<file path="src/rtl/seq_detect_pkg.sv">
// Shared types and helpers for the serial pattern-detect controller.
// Optional feature macro: SEQ_DETECT_CTRL_MATCH_CNT_EN (match counter).
package seq_detect_pkg;

    typedef enum logic [1:0] {
        IDLE  = 2'd0,
        SHIFT = 2'd1,
        DONE  = 2'd2
    } state_t;

    localparam int DEF_WORD_W  = 11;
    localparam int DEF_PAT_MAX = 8;
    localparam int DEF_CNT_W   = 8;

    // Limit a requested length/count to the largest value the datapath supports.
    function automatic int unsigned clamp_len(input int unsigned val, input int unsigned lim);
        return (val > lim) ? lim : val;
    endfunction

endpackage

</file>
<file path="src/rtl/pattern_match_core.sv">
// Serial pattern-match core: PAT_MAX-bit history, saturating fill counter,
// length-masked compare and overlap/non-overlap restart. Match is registered.
module pattern_match_core
    import seq_detect_pkg::*;
#(
    parameter int PAT_MAX = DEF_PAT_MAX,
    parameter int LEN_W   = $clog2(PAT_MAX + 1)
) (
    input  logic               clk,
    input  logic               reset,
    input  logic               shift_en,
    input  logic               bit_in,
    input  logic               clr,
    input  logic [PAT_MAX-1:0] pattern,
    input  logic [LEN_W-1:0]   len,
    input  logic               overlap,
    output logic               match
);

    logic [PAT_MAX-1:0] hist_q, hist_d, hist_shift, mask;
    logic [LEN_W-1:0]   fill_q, fill_d, fill_inc;
    logic               match_q, match_d, hit;

    // Post-shift history and match evaluation; clear takes priority over a shift.
    always_comb begin
        hist_shift = {hist_q[PAT_MAX-2:0], bit_in};
        fill_inc   = (fill_q == LEN_W'(PAT_MAX)) ? fill_q : fill_q + LEN_W'(1);
        for (int i = 0; i < PAT_MAX; i++) begin
            mask[i] = (LEN_W'(i) < len);
        end
        hit = (len != '0) && (fill_inc >= len) && (((hist_shift ^ pattern) & mask) == '0);

        hist_d  = hist_q;
        fill_d  = fill_q;
        match_d = 1'b0;
        if (clr) begin
            hist_d = '0;
            fill_d = '0;
        end else if (shift_en) begin
            hist_d  = hist_shift;
            fill_d  = (hit && !overlap) ? '0 : fill_inc;
            match_d = hit;
        end
    end

    // History, fill and registered match pulse.
    always_ff @(posedge clk or negedge reset) begin
        if (!reset) begin
            hist_q  <= '0;
            fill_q  <= '0;
            match_q <= 1'b0;
        end else begin
            hist_q  <= hist_d;
            fill_q  <= fill_d;
            match_q <= match_d;
        end
    end

    assign match = match_q;

endmodule

</file>
<file path="src/rtl/seq_detect_ctrl.sv">
// Streaming controller: valid/ready word intake, LSB-first serializer into
// pattern_match_core, end-of-word pulse. Optional saturating match counter
// enabled by defining SEQ_DETECT_CTRL_MATCH_CNT_EN.
module seq_detect_ctrl
    import seq_detect_pkg::*;
#(
    parameter int WORD_W  = DEF_WORD_W,
    parameter int PAT_MAX = DEF_PAT_MAX,
    parameter int CNT_W   = DEF_CNT_W
) (
    input  logic                           clk,
    input  logic                           reset,
    input  logic                           in_valid,
    output logic                           in_ready,
    input  logic [WORD_W-1:0]              in_word,
    input  logic [$clog2(WORD_W+1)-1:0]    in_nbits,
    input  logic [PAT_MAX-1:0]             cfg_pattern,
    input  logic [$clog2(PAT_MAX+1)-1:0]   cfg_len,
    input  logic                           cfg_overlap,
    input  logic                           flush,
    output logic                           out,
    output logic                           busy,
    output logic                           done
`ifdef SEQ_DETECT_CTRL_MATCH_CNT_EN
    ,
    input  logic                           clr_count,
    output logic [CNT_W-1:0]               match_count
`endif
);

    localparam int NB_W  = $clog2(WORD_W + 1);
    localparam int LEN_W = $clog2(PAT_MAX + 1);

    state_t             state_q, state_d;
    logic [WORD_W-1:0]  word_q, word_d;
    logic [NB_W-1:0]    nbits_q, nbits_d, nbits_clamped;
    logic [NB_W-1:0]    idx_q, idx_d;
    logic [PAT_MAX-1:0] pat_q, pat_d;
    logic [LEN_W-1:0]   len_q, len_d;
    logic               ovl_q, ovl_d;
    logic               accept, last_bit, shift_en, core_clr, bit_in;

    // Handshake qualifiers and serializer tap.
    always_comb begin
        accept        = (state_q == IDLE) && in_valid;
        nbits_clamped = NB_W'(clamp_len(32'(in_nbits), WORD_W));
        last_bit      = (idx_q == nbits_q - NB_W'(1));
        shift_en      = (state_q == SHIFT);
        core_clr      = (state_q == IDLE) && flush;
        bit_in        = word_q[idx_q];
    end

    // State register.
    always_ff @(posedge clk or negedge reset) begin
        if (!reset) state_q <= IDLE;
        else        state_q <= state_d;
    end

    // Next-state logic.
    always_comb begin
        state_d = state_q;
        case (state_q)
            IDLE:    if (accept) state_d = (nbits_clamped == '0) ? DONE : SHIFT;
            SHIFT:   if (last_bit) state_d = DONE;
            DONE:    state_d = IDLE;
            default: state_d = IDLE;
        endcase
    end

    // Moore outputs decoded from the registered state.
    always_comb begin
        in_ready = (state_q == IDLE);
        busy     = (state_q != IDLE);
        done     = (state_q == DONE);
    end

    // Word/config snapshot on accept and bit index advance while shifting.
    always_comb begin
        word_d  = word_q;
        nbits_d = nbits_q;
        idx_d   = idx_q;
        pat_d   = pat_q;
        len_d   = len_q;
        ovl_d   = ovl_q;
        if (accept) begin
            word_d  = in_word;
            nbits_d = nbits_clamped;
            idx_d   = '0;
            pat_d   = cfg_pattern;
            len_d   = LEN_W'(clamp_len(32'(cfg_len), PAT_MAX));
            ovl_d   = cfg_overlap;
        end else if (shift_en) begin
            idx_d = idx_q + NB_W'(1);
        end
    end

    // Snapshot registers.
    always_ff @(posedge clk or negedge reset) begin
        if (!reset) begin
            word_q  <= '0;
            nbits_q <= '0;
            idx_q   <= '0;
            pat_q   <= '0;
            len_q   <= '0;
            ovl_q   <= 1'b0;
        end else begin
            word_q  <= word_d;
            nbits_q <= nbits_d;
            idx_q   <= idx_d;
            pat_q   <= pat_d;
            len_q   <= len_d;
            ovl_q   <= ovl_d;
        end
    end

    pattern_match_core #(
        .PAT_MAX (PAT_MAX),
        .LEN_W   (LEN_W)
    ) u_core (
        .clk      (clk),
        .reset    (reset),
        .shift_en (shift_en),
        .bit_in   (bit_in),
        .clr      (core_clr),
        .pattern  (pat_q),
        .len      (len_q),
        .overlap  (ovl_q),
        .match    (out)
    );

`ifdef SEQ_DETECT_CTRL_MATCH_CNT_EN
    logic [CNT_W-1:0] cnt_q, cnt_d;

    // Saturating count of match pulses; clear beats a coincident match.
    always_comb begin
        cnt_d = cnt_q;
        if (clr_count)                cnt_d = '0;
        else if (out && cnt_q != '1)  cnt_d = cnt_q + CNT_W'(1);
    end

    // Match counter register.
    always_ff @(posedge clk or negedge reset) begin
        if (!reset) cnt_q <= '0;
        else        cnt_q <= cnt_d;
    end

    assign match_count = cnt_q;
`endif

endmodule
</file>
<file path="config.mk">
export PLATFORM = sky130hd
export DESIGN_NAME = seq_detect_ctrl
export DESIGN_NICKNAME = d
export VERILOG_FILES = /design/src/rtl/seq_detect_pkg.sv /design/src/rtl/pattern_match_core.sv /design/src/rtl/seq_detect_ctrl.sv
export SDC_FILE = /design/constraint.sdc
export NUM_CORES = 1
export LEC_CHECK = 0
export BUFFER_PORTS_ARGS = -buffer_cell sky130_fd_sc_hd__clkbuf_2
export CORE_MARGIN = 5
export CORE_UTILIZATION = 30
export DETAILED_ROUTE_END_ITERATION = 8
export SLEW_MARGIN = 5
export SYNTH_ARGS = -nofsm -noshare
export SYNTH_HDL_FRONTEND = slang
export SYNTH_SLANG_ARGS = --single-unit
</file>
<file path="constraint.sdc">
create_clock -name clk -period 6.05 [get_ports clk]
set_clock_uncertainty 0.15 [all_clocks]
set_input_delay 0 -clock clk [delete_from_list [all_inputs] [get_ports clk]]
set_output_delay 0 -clock clk [all_outputs]
set_load 0.05 [all_outputs]
</file>
## Word-level counts from Yosys, hierarchy flattened

Cells that the tools add are included.

- Register bits after elaboration: 46

- Reduce and logical (&&, ||, !) cells: 14
- Eq/ne operators: 6
- Order comparisons: 12
- Mux-type cells: 18
- Add/sub/neg operators: 3
- Bitwise logic cells: 2

Operators with widths:

| cell | number |
|---|---|
| two-way mux 4 bit | 8 |
| < comparator 3 x 4 -> 1 bit, first input constant | 4 |
| two-way mux 7 bit | 2 |
| adder 4 x 1 -> 4 bit, second input constant | 2 |
| bitwise AND 8 bit | 1 |
| greater-than comparator 4 bit, second input constant | 2 |
| logical NOT 8 bit | 1 |
| < comparator 1 x 4 -> 1 bit, first input constant | 2 |
| < comparator 2 x 4 -> 1 bit, first input constant | 2 |
| bitwise XOR 8 bit | 1 |
| two-way mux 2 bit | 3 |
| nonzero test 2 bit | 3 |
| logical AND 1 bit | 5 |
| < comparator 4 x 5 -> 1 bit, second input constant | 1 |
| binary-select mux 1 bit (select 4 bit) | 1 |
| equality test 4 bit | 1 |
| equality test 4 bit, second input constant | 1 |
| >= comparator 4 bit | 1 |
| logical NOT 4 bit | 1 |
| case mux 2 bit (2 select lines) | 1 |
| nonzero test 4 bit | 1 |
| subtractor 4 x 1 -> 4 bit, second input constant | 1 |
| two-way mux 1 bit | 3 |
| equality test 2 x 1 -> 1 bit, second input constant | 1 |
| other kinds (6) | 6 |

## Logic depth before layout (Yosys ltp)

- Depth after elaboration: 10
- Gate-level depth with buffers: 11
- Depth with buffers taken out: 11

## Cells and area by module

Synthesis repeated with hierarchy kept, for this count alone.

- Cells, all modules: 208
- Area total of the unflattened synthesis: 2373.5 µm²

Modules (own cells, without submodules):

| module | seq. area each (µm²) | cells an instance | instances | area an instance (µm²) |
|---|---|---|---|---|
| seq_detect_ctrl | 850.8 | 119 | 1 | 1560.2 |
| pattern_match_core | 300.3 | 89 | 1 | 813.3 |

## Worst setup path before layout

Ideal clock, no wire load.

- Kind: flip-flop to flip-flop
- Start point: reg state_q[0]
- End point: reg len_q[3]
- Data required time: 5775 ps
- Slack: 3677 ps
- Stages on the path, launching flop included: 5
- Period minus slack after synthesis: 2373 ps
- Path buffers: 1
- Arrival time: 2098 ps
- Library setup time: 125 ps
- Cell sequence: dfrtp_1 -> nor2_1 -> nand2_1 -> buf_2 -> mux2_2

- Cells in the longest elaborated chain, start to end: 2

Ends and longest elaborated chain:

| what | line | source |
|---|---|---|
| start, declared | seq_detect_ctrl.sv:34 | `state_t state_q, state_d;` |
| start signal, assigned | seq_detect_ctrl.sv:56 | `else state_q <= state_d;` |
| logical NOT 2 bit | - |  |
| net in_ready | seq_detect_ctrl.sv:14 | `output logic in_ready,` |
| logical AND 1 bit | seq_detect_ctrl.sv:45 | `accept = (state_q == IDLE) && in_valid;` |
| end signal, assigned | seq_detect_ctrl.sv:111 | `len_q <= len_d;` |
| end, declared | seq_detect_ctrl.sv:39 | `logic [LEN_W-1:0] len_q, len_d;` |

The timed path passes the listed nets, and every way through them passes these cells.
A chain may end at the register's enable or synchronous reset.

## Worst setup path after layout

- Start point: reg u_core.fill_q[0]
- End point: reg u_core.match_q, in the netlist u_core.match

- Cells in the longest elaborated chain, start to end: 7
- Elaborated cells on any way between the ends: 8
- Classes of those cells: 1 x add/sub; 1 x order compare; 1 x eq/ne; 3 x mux; 2 x reduce/logical

Ends and longest elaborated chain:

| what | line | source |
|---|---|---|
| start, declared | pattern_match_core.sv:21 | `logic [LEN_W-1:0] fill_q, fill_d, fill_inc;` |
| start signal, assigned | pattern_match_core.sv:54 | `fill_q <= fill_d;` |
| adder 4 x 1 -> 4 bit / equality test 4 bit (equally long branches) | pattern_match_core.sv:27 | `fill_inc = (fill_q == LEN_W'(PAT_MAX)) ? fill_q : fill_q + LEN_W'(1);` |
| two-way mux 4 bit * | pattern_match_core.sv:27 |  |
| >= comparator 4 bit * | pattern_match_core.sv:31 | `hit = (len != '0) && (fill_inc >= len) && (((hist_shift ^ pattern) & mask) == '0);` |
| logical AND 1 bit * (2 in a row) | pattern_match_core.sv:31 |  |
| two-way mux 1 bit * | pattern_match_core.sv:39 | `end else if (shift_en) begin` |
| two-way mux 1 bit * | pattern_match_core.sv:36 | `if (clr) begin` |
| net u_core.match_d | pattern_match_core.sv:22 | `logic match_q, match_d, hit;` |
| end signal, assigned | pattern_match_core.sv:55 | `match_q <= match_d;` |
| end, declared | pattern_match_core.sv:22 |  |

The timed path passes the listed nets; every way through them passes the cells marked *.

==> results by group <==
Route
  • Iter 0 DRT Violations: ~70
  • Final WL: 4552 um
  • Via Count: 1685
  • Vias/cell: roughly 4.6
  • Routed Antenna Nets: 0
  • DR DRC count: 0
  • Routed WL per cell: 12.34 um
  • Pre-antenna DRT Iters: 4

Pwr
  • Peak supply drop: roughly 230 uV
  • Total power: 1.446 mW
  • Register share of total power: 0.401
  • LEAKAGE: around 1.4 nW
  • Psw: about 550 uW
  • Internal Power: 892.9 uW
  • Switch share: 0.3827
  • Pwr dens: roughly 470 nW/um^2
  • Part of the power in the clock network: 0.154
  • Logic pwr share: 0.445

Layout
  • Fillers: 760
  • NumNets Final: a little over 300
  • Share of cells above drive strength 1: 0.2622
  • Non-filler cells, final: between 300 and 400
  • Highest-count cells in the layout ignoring fill and taps: 46 x dfrtp_1, 36 x dlygate4sd3_1, 35 x clkbuf_2
  • ANT cells: 0
  • Leading cell type in the layout, fill and taps excluded: dfrtp_1
  • Multi-input gate area: around 1100 um^2
  • Storage element area: about 1200 um^2
  • P&R area growth vs syn: 32.54%

Die
  • Die outline area: between 9000 and 10000 um^2
  • Io pins: 36
  • Chip Height: just under 100 um
  • Core area: roughly 7600 um^2
  • Die width: 97.77 um
  • Initial core utilization: 0.3038
  • Row count: 32

Critical path
  • Critical path endpoint category: flip-flop
  • Reg2reg end: u_core.match
  • CP Class: reg2reg
  • WP data required: a little over 6000 ps
  • Crit Path Max Fanout: 5
  • Crit start category: flip-flop
  • Crit path DAT: around 2600 ps
  • R2r worst-path depth: 11
  • FF-to-FF setup slack: ~3500 ps
  • R2R Path Start: u_core.fill_q[0]

Timing
  • Setup violators final: 0
  • Setup_tns: 0 ps
  • Final min period: approximately 2600 ps
  • Final slew viol count: 0
  • Unrepaired setup endpoints after global routing: no
  • Final worst slack: ~3500 ps
  • Final Cycle Share: 0.4231
  • Slew margin rel.: 0.2893
  • Least-Margin Pin Slew: approximately 1100 ps
  • FMAX: 0.3907 GHz
  • Hold Fails Final Rpt: 0
  • Hold WS: about 170 ps

Logic synthesis
  • EDFF count, synth: 0
  • Leading area contributor after synthesis: dfrtp_1
  • Synth area leaders: dfrtp_1 50%, mux2_2 11%, ha_1 4.3%
  • Post-Syn Nets: 232
  • Mapped Avg Cell Area: 12.04 um^2
  • FFs w/ async S/R, synth: 1.000
  • Synth Warn #: 0
  • Area share of the largest cell type after synthesis: 0.4981
  • Ys flop type: dfrtp_1
  • Post-synth cell types: 42
  • Post-Syn Instances: between 150 and 200
  • Sequential-to-total area share from yosys stat: 0.4981
  • Synthesized flop and latch total: 46
  • Synthesized cell area: 2311 um^2

Clocking
  • # clock sinks: between 40 and 50
  • Clock Path Buffers: 2
  • CTS buffer count: 5
  • Clock Tree Root: clkbuf_8
  • Reg clk slew, reported paths: about 90 ps
  • TritonCTS clock tree: built
  • Post-CTS Hold Fix Bufs: 36
  • H-tree lvl count: 2
  • Post-CTS Resized: 0
  • Worst-Skew Late Latency: approximately 290 ps
  • Setup Fix Bufs, Post-CTS: 0

Placed design
  • Port Buffers: 35
  • Final HPWL DP: 3154 um
  • Placed cell count: between 300 and 400
  • RePlAce Congestion: between 0.7 and 0.8
  • Dpl ws: 3506 ps

Global routing
  • Gr ovfl total: 0
  • Largest net degree at the start of global routing: 47
  • First-pass GRT wire length: slightly above 8000 um
  • Vias in the first global route: between 1500 and 2000
  • Initial antenna violation count: 0
  • GR Util All Layers: 0.1026

Worst hold path
  • Hold Crit Class: in2async

Flow run
  • Max-Cap Viols: 0

Outcome
  • Status: complete, no violations
## how the worst max path moves through the flow
stage                                 from           end  slack (ps)  cells past startpoint
after floorplan                 state_q[0]      len_q[3]        3680                      4
after global placement    u_core.fill_q[0]  u_core.match        3630                     11
after detailed placement  u_core.fill_q[0]  u_core.match        3510                     11
after CTS                 u_core.fill_q[0]  u_core.match        3470                     11
after global routing      u_core.fill_q[0]  u_core.match        3300                     11
final                     u_core.fill_q[0]  u_core.match        3490                     11
## power groups by stage
| stage | Clock [mW] | Sequential [mW] | Combinational [mW] |
|---|---|---|---|
| after global placement | 0 | 0.584 | 0.616 |
| final | 0.223 | 0.579 | 0.644 |
| after CTS | 0.229 | 0.581 | 0.654 |
| after floorplan | 0 | 0.547 | 0.527 |
| after detailed placement | 0 | 0.588 | 0.633 |
| after global routing | 0.242 | 0.606 | 0.722 |
## logic make-up after synthesis
kind of cell | after synthesis | synth area share
AOI/OAI and AO/OA | 47 | 0.1408
DFF | 46 | 0.4981
and+or+nand+nor | 33 | 0.08121
muxes | 28 | 0.1456
xor gates and xnor gates | 16 | 0.06389
buffers and inverters | 14 | 0.02707
adders and majority gates | 8 | 0.04332
## cells in the mapped netlist, types with 3 or more instances
cell / n
nand2_1: 11
a22o_1: 7
nand2b_1: 7
xnor2_1: 6
inv_1: 8
a31oi_1: 4
a211oi_1: 5
nand3_1: 3
a21oi_1: 8
ha_1: 8
o21ai_0: 8
mux2_2: 22
clkbuf_1: 3
mux2i_1: 4
dfrtp_1: 46
a22oi_1: 3
xor2_1: 9
## cell type report
cell class | instances | share of cell area
clock buffers | 7 | 0.02492
clock inverters | 1 | 0.009804
inverters | 8 | 0.009804
multi-input cells | 132 | 0.3583
flip-flops and latches | 46 | 0.3758
well taps | 102 | 0.04167
repair buffers | 73 | 0.1797
## sequential cells by signal, indices dropped and copies added (netlist names)
register	cells
idx_q	4
u_core.fill_q	4
nbits_q	4
ovl_q	1
len_q	4
word_q	11
pat_q	8
state_q	2
u_core.match	1
u_core.hist_q	7
## worst max-delay path, cell delays in order (launching register included)
cell	delay, ps
dfrtp_1	430
inv_1	90
ha_1	190
nand2_1	80
nor2_1	50
xnor2_1	230
ha_1	280
nand2b_1	140
a211o_1	290
a21oi_1	210
nor4_4	100
and3_1	210
## per-layer routing
metal | track usage | vias up | wire (um)
met5 | 0 | - | 0
met4 | 0.02875 | 0 | 59
met3 | 0.02286 | 4 | 139
met2 | 0.1639 | 25 | 2158
met1 | 0.1403 | 809 | 2195
li1 | - | 847 | -
## through the flow
stage | cell area [um^2] | util
finish | 3063 | 0.4026
global route | 3063 | 0.4026
CTS | 3063 | 0.4026
detailed placement | 2596 | 0.3413
global placement | 2596 | 0.3413
floorplan | 2311 | -
No activity file was read; power rests on OpenSTA's default activity.
